## src/rtl/sha3_pkg.sv

```systemverilog
// sha3_pkg: shared constants and emit-FSM state type for the SHA3-256 padder
package sha3_pkg;
    localparam int RATE_BYTES = 136;
    localparam int SLICE_W = 200;
    localparam int NSLICE = 8;
    localparam logic [7:0] PAD_DS = 8'h06;
    localparam logic [7:0] PAD_END = 8'h80;
    typedef enum logic {IDLE, EMIT} emit_state_t;
endpackage

```

## src/rtl/sha3_pad_emit.sv

```systemverilog
// sha3_pad_emit: shadow register plus slice emitter for one rate block
// Ports: load/block/block_last take a completed block; ready says a load is
// accepted this cycle; pushout/doutix/dout/lastout stream 8 slices per block.
module sha3_pad_emit #(
    parameter int RB = 1088,
    parameter int SLICE_W = 200,
    parameter int NSLICE = 8
) (
    input  logic               clk,
    input  logic               reset,
    input  logic               load,
    input  logic [RB-1:0]      block,
    input  logic               block_last,
    output logic               ready,
    output logic               pushout,
    output logic [2:0]         doutix,
    output logic [SLICE_W-1:0] dout,
    output logic               lastout
);
    import sha3_pkg::*;
    localparam int FW = SLICE_W * NSLICE;
    emit_state_t state, state_nxt;
    logic [RB-1:0] shadow;
    logic [FW-1:0] blk;
    logic [2:0] ix_nxt;
    logic last_q;
    always_ff @(posedge clk) begin
        if (reset) begin
            state <= IDLE;
            doutix <= '0;
            shadow <= '0;
            last_q <= 1'b0;
        end else begin
            state <= state_nxt;
            doutix <= ix_nxt;
            if (load) begin
                shadow <= block;
                last_q <= block_last;
            end
        end
    end
    always_comb begin
        state_nxt = load ? EMIT : (state == EMIT && doutix == 3'd7) ? IDLE : state;
        ix_nxt = load ? 3'd0 : (state == EMIT) ? doutix + 3'd1 : doutix;
    end
    // the last slice cycle can hand over to a pending block without a gap
    assign ready = state == IDLE || doutix == 3'd7;
    assign pushout = state == EMIT;
    // capacity bits above the rate are always zero
    assign blk = FW'(shadow);
    assign dout = pushout ? blk[32'(doutix) * SLICE_W +: SLICE_W] : '0;
    assign lastout = pushout && last_q;
endmodule

```

## src/rtl/sha3_pad.sv

```systemverilog
// sha3_pad: byte accumulator with SHA3 pad10*1 (0x06 .. 0x80) feeding a slice emitter
// Ports: pushin/din/lastin byte input with stopout backpressure;
// pushout/doutix/dout/lastout carry 200-bit slices of each 1600-bit block.
module sha3_pad #(
    parameter int RATE_BYTES = sha3_pkg::RATE_BYTES,
    parameter int SLICE_W = sha3_pkg::SLICE_W,
    parameter int NSLICE = sha3_pkg::NSLICE
) (
    input  logic               clk,
    input  logic               reset,
    input  logic               pushin,
    input  logic [7:0]         din,
    input  logic               lastin,
    output logic               stopout,
    output logic               pushout,
    output logic [2:0]         doutix,
    output logic [SLICE_W-1:0] dout,
    output logic               lastout
);
    import sha3_pkg::*;
    localparam int RB = RATE_BYTES * 8;
    logic [RB-1:0] acc, base, byte_bits, pad_bits;
    logic [7:0] cnt, k;
    logic full, last, pad_pend, ready, load, accept, at_end;
    assign load = full && ready;
    // a pending pad-only block replaces the accumulator on load, so no byte may enter then
    assign stopout = full && (!ready || pad_pend);
    assign accept = pushin && !stopout;
    // when a load happens the incoming byte lands in a freshly cleared accumulator
    assign base = load ? '0 : acc;
    assign k = load ? '0 : cnt;
    assign at_end = k == 8'(RATE_BYTES - 1);
    assign byte_bits = RB'(din) << {k, 3'b000};
    // 0x06 after the last byte and 0x80 in the final byte; they merge into 0x86 at k=134
    assign pad_bits = (lastin && !at_end) ?
        (((RB'(PAD_DS) << 8) << {k, 3'b000}) | (RB'(PAD_END) << (RB - 8))) : '0;
    always_ff @(posedge clk) begin
        if (reset) begin
            acc <= '0;
            cnt <= '0;
            full <= 1'b0;
            last <= 1'b0;
            pad_pend <= 1'b0;
        end else if (accept) begin
            acc <= base | byte_bits | pad_bits;
            cnt <= (lastin || at_end) ? '0 : k + 8'd1;
            full <= lastin || at_end;
            last <= lastin && !at_end;
            pad_pend <= lastin && at_end;
        end else if (load) begin
            acc <= pad_pend ? (RB'(PAD_DS) | (RB'(PAD_END) << (RB - 8))) : '0;
            full <= pad_pend;
            last <= pad_pend;
            pad_pend <= 1'b0;
        end
    end
    sha3_pad_emit #(.RB(RB), .SLICE_W(SLICE_W), .NSLICE(NSLICE)) u_emit (
        .clk(clk),
        .reset(reset),
        .load(load),
        .block(acc),
        .block_last(last),
        .ready(ready),
        .pushout(pushout),
        .doutix(doutix),
        .dout(dout),
        .lastout(lastout)
    );
endmodule

```

## config.mk

```make
export PLATFORM = sky130hd
export DESIGN_NAME = sha3_pad
export DESIGN_NICKNAME = d
export VERILOG_FILES = /design/src/rtl/sha3_pkg.sv /design/src/rtl/sha3_pad_emit.sv /design/src/rtl/sha3_pad.sv
export SDC_FILE = /design/constraint.sdc
export NUM_CORES = 2
export LEC_CHECK = 0
export BUFFER_PORTS_ARGS = -buffer_cell sky130_fd_sc_hd__buf_2
export CAP_MARGIN = 20
export CORE_AREA = 5 5 489 491
export CTS_BUF_LIST = sky130_fd_sc_hd__clkbuf_2 sky130_fd_sc_hd__clkbuf_4 sky130_fd_sc_hd__clkbuf_8
export CTS_CLUSTER_DIAMETER = 50
export DETAILED_ROUTE_END_ITERATION = 10
export DIE_AREA = 0 0 494 496
export SLEW_MARGIN = 20
export SYNTH_ARGS = -nofsm -noshare
export SYNTH_HDL_FRONTEND = slang
export SYNTH_SLANG_ARGS = --single-unit
export TNS_END_PERCENT = 20
```

## constraint.sdc

```tcl
create_clock -name clk -period 3.2 [get_ports clk]
set_input_delay 0.16 -clock clk [delete_from_list [all_inputs] [get_ports clk]]
set_output_delay 0.16 -clock clk [all_outputs]
set_load 0.05 [all_outputs]
```

-- Word level (Yosys, flattened, before mapping)
Cells that the tools add are included.
- logic and storage cells: 51
- bits in registers: 2192
- input port bits: 12
- output and inout port bits: 206
- $add $sub $neg: 2
- multipliers: 1
- reductions and logical operators: 16
- bitwise gates (word level): 3
- mux-type cells: 15
- shift-type cells: 3
- equality and inequality tests: 2
- operators with widths (kind ; number):
    two-way mux 1088 bit ; 5
    bitwise OR 1088 bit ; 2
    variable part select 1600 x 12 -> 200 bit ; 1
    << shifter 8 x 11 -> 1088 bit ; 1
    << shifter 11 x 11 -> 1087 bit, first input constant ; 1
    two-way mux 200 bit ; 1
    two-way mux 8 bit ; 2
    adder 8 x 1 -> 8 bit, second input constant ; 1
    equality test 8 bit, second input constant ; 1
    multiplier 3 x 5 -> 8 bit, second input constant ; 1
    logical AND 1 bit ; 7
    two-way mux 1 bit ; 7
    nonzero test 2 bit ; 2
    adder 3 x 1 -> 3 bit, second input constant ; 1
    equality test 3 bit, second input constant ; 1
    zero test 1 bit ; 3
    logical OR 1 bit ; 3
    OR reduction 2 bit ; 1
    inverter 1 bit ; 1

-- Depth between registers and ports, before layout
- depth after elaboration: 10
- depth in mapped cells: 13
- gate-level depth less buffers: 11

-- Cells and area by module
From an unflattened synthesis, not the netlist that was laid out.
- cell total of the unflattened synthesis: 8818
- area, all modules: 86371.6 um2
- by module, submodules not included (module ; times used ; area each (um2) ; seq. area each (um2) ; cells an instance):
    sha3_pad_emit ; 1 ; 46130.5 ; 21881.0 ; 4542
    sha3_pad ; 1 ; 40241.1 ; 22001.1 ; 4276

-- Worst setup path before layout
No wires, ideal clock.
- path kind: reg2out
- from: register u_emit.doutix[0]
- to: output dout[44]
- arrival time: 2.876 ns
- buffers on the path: 4
- cell stages (with the launch flop): 7
- required time: 3.040 ns
- path slack: 0.164 ns
- path through: dfxtp_1 buf_2 buf_2 buf_2 buf_2 mux2i_1 o21ai_0
- word-level cells in the longest chain between the ends: 3
- ends and longest elaborated chain (element ; line ; text):
    start: declaration ; sha3_pad_emit.sv:16 ; output logic [2:0] doutix,
    start signal: assignment ; sha3_pad_emit.sv:35 ; doutix <= ix_nxt;
    multiplier 3 x 5 -> 8 bit ; sha3_pad_emit.sv:51 ; assign dout = pushout ? blk[32'(doutix) * SLICE_W +: SLICE_W] : '0;
    variable part select 1600 x 12 -> 200 bit ; sha3_pad_emit.sv:51 ;
    two-way mux 200 bit ; sha3_pad_emit.sv:51 ;
    end: declaration ; sha3_pad.sv:17 ; output logic [SLICE_W-1:0] dout,
No other way between the ends.

-- Worst setup path after layout
- from: register u_emit.doutix[0]
- to: output dout[193]
The elaborated chain is that of the path after synthesis.

==> impl_summary.log <==
INFO  metric vias = 74700
INFO  metric yosysTopAreaCellShare = 0.539
INFO  metric synthDistinctLibCells = 78
INFO  metric synthesis.area = 0.0814 mm^2
INFO  metric holdCritPathClass = input port to register
INFO  metric cts_tree = built
INFO  metric hold_viol_final = 0
INFO  metric clock_tree.buffer_depth = 4
INFO  metric skew = 0.103 ns
INFO  metric drtAntennaViolNets = 0
INFO  metric starting_density_of_the_core = 0.348
INFO  metric grt_start_max_net_pins = 224
INFO  metric overflow = 0
INFO  metric maxSlewHeadroom = 0.201
INFO  metric postSynth.asyncResetShare = 0
INFO  metric postRouteWirelength = 408000 um
INFO  metric ys_ff_latch = 2192
INFO  metric crit_fanout = 8
INFO  metric synth.area.top_cells = sky130_fd_sc_hd__dfxtp_1 54%, sky130_fd_sc_hd__nand2_1 12%, sky130_fd_sc_hd__a22o_1 8.2%
INFO  metric viasPerCell = 5.82
INFO  metric wl_met3 = 43800 um
INFO  metric synthFlopType = sky130_fd_sc_hd__dfxtp_1
INFO  metric slew_at_the_pin_with_the_worst_max_slew_slack = 1.19 ns
INFO  metric max-vdd-ir-drop = 0.406 mV
INFO  metric grt_setup_unrepaired = yes
INFO  metric floorplan.die.height = 496 um
INFO  metric synth.yosys.warnings = 0
INFO  metric uppermost_layer_routed = met5
INFO  metric hold_path_depth = 4
INFO  metric critical_path_required = 3.04 ns
INFO  metric synth_cells = 8763
INFO  metric worstSetupEndpointType = output port
INFO  metric layout-area-overhead-vs-synth = 26.4%
INFO  metric cp.arrival = 3.12 ns
INFO  metric drc_errors = 0
INFO  metric cts_inserted_buffers = 372
INFO  metric syn-mean-instance-area = 9.29 um^2
INFO  metric design_power_total = 0.0573 W
INFO  metric setup_violations = 33
INFO  metric grt_pass1_wl = 553000 um
INFO  metric failing_checks = setup timing
INFO  metric rr_startpoint = u_emit.doutix[0]
INFO  metric slew_violations = 0
INFO  metric nets = 9389
INFO  metric startpoint = u_emit.doutix[0]
INFO  metric first_global_vias = 69300
INFO  metric post-route-period-util = 1.02
INFO  metric drt-initial-drc-count = 9677
INFO  metric wirelength_met1 = 164000 um
INFO  metric post-synth-top-area-cell = sky130_fd_sc_hd__dfxtp_1
INFO  metric layout_setup_ws = -0.0780 ns
INFO  metric coreArea = 0.234 mm^2
INFO  metric power-per-cell-area = 556 mW/mm^2
INFO  metric clock_latency_at_the_later_pin_of_the_worst_skew_pair = 1.14 ns
INFO  metric final.min_clock_period = 3.28 ns
INFO  metric grt.total_usage = 0.318
INFO  metric row_count = 178
INFO  metric cp-start-kind = register
INFO  metric hold_start = pushin
INFO  metric clk_root_buffer_cell = sky130_fd_sc_hd__clkbuf_8
INFO  metric clock.fmax = 0.305 GHz
INFO  metric dp_hpwl = 265000 um
INFO  metric number_of_detailed_route_iterations_in_the_first_pass = 6
INFO  metric timing_worst_setup_path_type = register to output port
INFO  metric clkTransAtPathRegs = 0.06 ns
INFO  metric buffer_ports.inserted = 217
INFO  metric htree_levels = 5
INFO  metric sequential_to_total_area_share_from_yosys_stat = 0.539
INFO  metric worst_r2r_path_depth = 11
INFO  metric layout-drive-gt1-share = 0.212
INFO  metric result_of_the_run = finished with violations
INFO  metric fillers = 22700
INFO  metric yosys.cell_count.top_type = sky130_fd_sc_hd__nand2_1
INFO  metric dieWidth = 494 um
INFO  metric avgRoutedWirePerCell = 31.8 um
INFO  metric layout.core_utilization = 0.439
INFO  metric detailroute.wirelength.met2 = 169000 um
INFO  metric grt_antenna_before_repair = 56
INFO  metric number_of_synthesized_flops_with_an_enable_pin = 0
INFO  metric floorplan.die_area = 0.245 mm^2
INFO  metric count_of_maximum_capacitance_violations = 0
INFO  metric design.portCount = 218
INFO  metric power.leakage = 36.5 nW
INFO  metric netlist_top_cells_count = 2567 x sky130_fd_sc_hd__nand2_1, 2192 x sky130_fd_sc_hd__dfxtp_1, 1126 x sky130_fd_sc_hd__a21oi_1
INFO  metric cts.sink_count = 2192
INFO  metric syn-num-nets = 8779
INFO  metric routabilityCongestion = 1.08
## routing by layer
layer | up-vias | GRT usage
met5 | - | 0
met4 | 24 | 0.209
met3 | 966 | 0.0912
met2 | 4150 | 0.454
met1 | 37500 | 0.417
li1 | 32100 | -
## power by group
group	switching, W	total, W	internal, W	leakage, nW
registers	0.0000310	0.0274	0.0273	17.7
clock network	0.0117	0.0268	0.0152	4.21
logic	0.00234	0.00309	0.000744	14.6
## registers in the layout, indices dropped and copies added (netlist names)
register and cells:
pad_pend 1, u_emit.doutix 3, u_emit.pushout 1, u_emit.last_q 1, full 1, cnt 8
u_emit.shadow 1088, acc 1088, last 1
## cells in the final DEF, fill, tap and decap left out, types with 15 or more instances in the layout
| master | instances |
|---|---|
| sky130_fd_sc_hd__mux2i_1 | 87 |
| sky130_fd_sc_hd__buf_4 | 586 |
| sky130_fd_sc_hd__buf_12 | 259 |
| sky130_fd_sc_hd__nand3_1 | 46 |
| sky130_fd_sc_hd__nor2_2 | 43 |
| sky130_fd_sc_hd__nor3_1 | 70 |
| sky130_fd_sc_hd__clkbuf_8 | 482 |
| sky130_fd_sc_hd__dfxtp_1 | 2190 |
| sky130_fd_sc_hd__a22o_1 | 680 |
| sky130_fd_sc_hd__nor2_4 | 15 |
| sky130_fd_sc_hd__buf_6 | 53 |
| sky130_fd_sc_hd__o22ai_1 | 17 |
| sky130_fd_sc_hd__nor2_1 | 135 |
| sky130_fd_sc_hd__a22o_4 | 73 |
| sky130_fd_sc_hd__a32o_1 | 38 |
| sky130_fd_sc_hd__a22oi_1 | 19 |
| sky130_fd_sc_hd__clkinv_2 | 36 |
| sky130_fd_sc_hd__mux4_2 | 200 |
| sky130_fd_sc_hd__a221o_1 | 170 |
| sky130_fd_sc_hd__o21ai_2 | 23 |
| sky130_fd_sc_hd__o21ai_1 | 45 |
| sky130_fd_sc_hd__buf_16 | 32 |
| sky130_fd_sc_hd__clkbuf_4 | 110 |
| sky130_fd_sc_hd__nand2_1 | 2559 |
| sky130_fd_sc_hd__a21oi_1 | 1126 |
| sky130_fd_sc_hd__o21ai_0 | 224 |
| sky130_fd_sc_hd__diode_2 | 36 |
| sky130_fd_sc_hd__buf_2 | 33 |
| sky130_fd_sc_hd__and2_1 | 19 |
## worst paths after layout
kind,slack [ns],endpoint
max reg2reg,0.01,acc[855]
min reg2reg,0.38,u_emit.shadow[1033]
max,-0.08,dout[193]
min,0.27,last
## final cells by class
type,count,area [um^2],area share
multi-input cells,5796,35200,0.342
flip-flops and latches,2192,43900,0.426
diodes,36,90.1,0.000875
clock buffers,590,7440,0.0723
inverters,11,41.3,0.000401
repair buffers,1000,11900,0.116
clock inverters,52,444,0.00432
well taps,3150,3940,0.0383
## what timing repair did
item                                    in CTS  in global routing
gates cloned                                25                  9
buffers inserted                            31                 21
endpoints found under the setup margin     215                294
endpoints found under the hold margin      451                  0
gates resized for setup                    321                 98
hold buffers                                13                  0
pin swaps                                   13                  4
## cells by family (layout without fill, tap and decap cells)
family,count (synthesis),in the layout,share of synthesized area
adders and majority gates,4,4,0.000615
and+or+nand+nor,2979,2980,0.144
DFF,2192,2192,0.539
AOI/OAI and AO/OA,2520,2520,0.209
buffers and inverters,776,1653,0.0413
muxes,291,291,0.0665
other,0,36,0
xor gates and xnor gates,1,1,0.000108
## worst max-delay path, cell delays in order, from the launching register on
cell	delay [ns]
sky130_fd_sc_hd__dfxtp_4	0.38
sky130_fd_sc_hd__buf_16	0.17
sky130_fd_sc_hd__buf_16	0.20
sky130_fd_sc_hd__buf_4	0.16
sky130_fd_sc_hd__buf_16	0.14
sky130_fd_sc_hd__mux4_2	0.53
sky130_fd_sc_hd__a22o_4	0.28
sky130_fd_sc_hd__buf_12	0.16
## per-stage QoR
step / cells / setup TNS [ns] / hold WS, ns / instance area, um^2 / setup slack (ns)
2_1_floorplan: 8763 / 0 / 0.364 / 81400 / 0.164
4_1_cts: 12800 / -8.15 / 0.168 / 102000 / -0.164
6_report: 12800 / -1.11 / 0.273 / 103000 / -0.0780
3_3_place_gp: 12100 / -0.125 / 0.433 / 91900 / -0.0396
3_5_place_dp: 12100 / -0.421 / 0.441 / 91900 / -0.0574
5_1_grt: 12800 / -5.29 / 0.241 / 103000 / -0.125
Note: power is estimated with default switching activity, not from simulation.
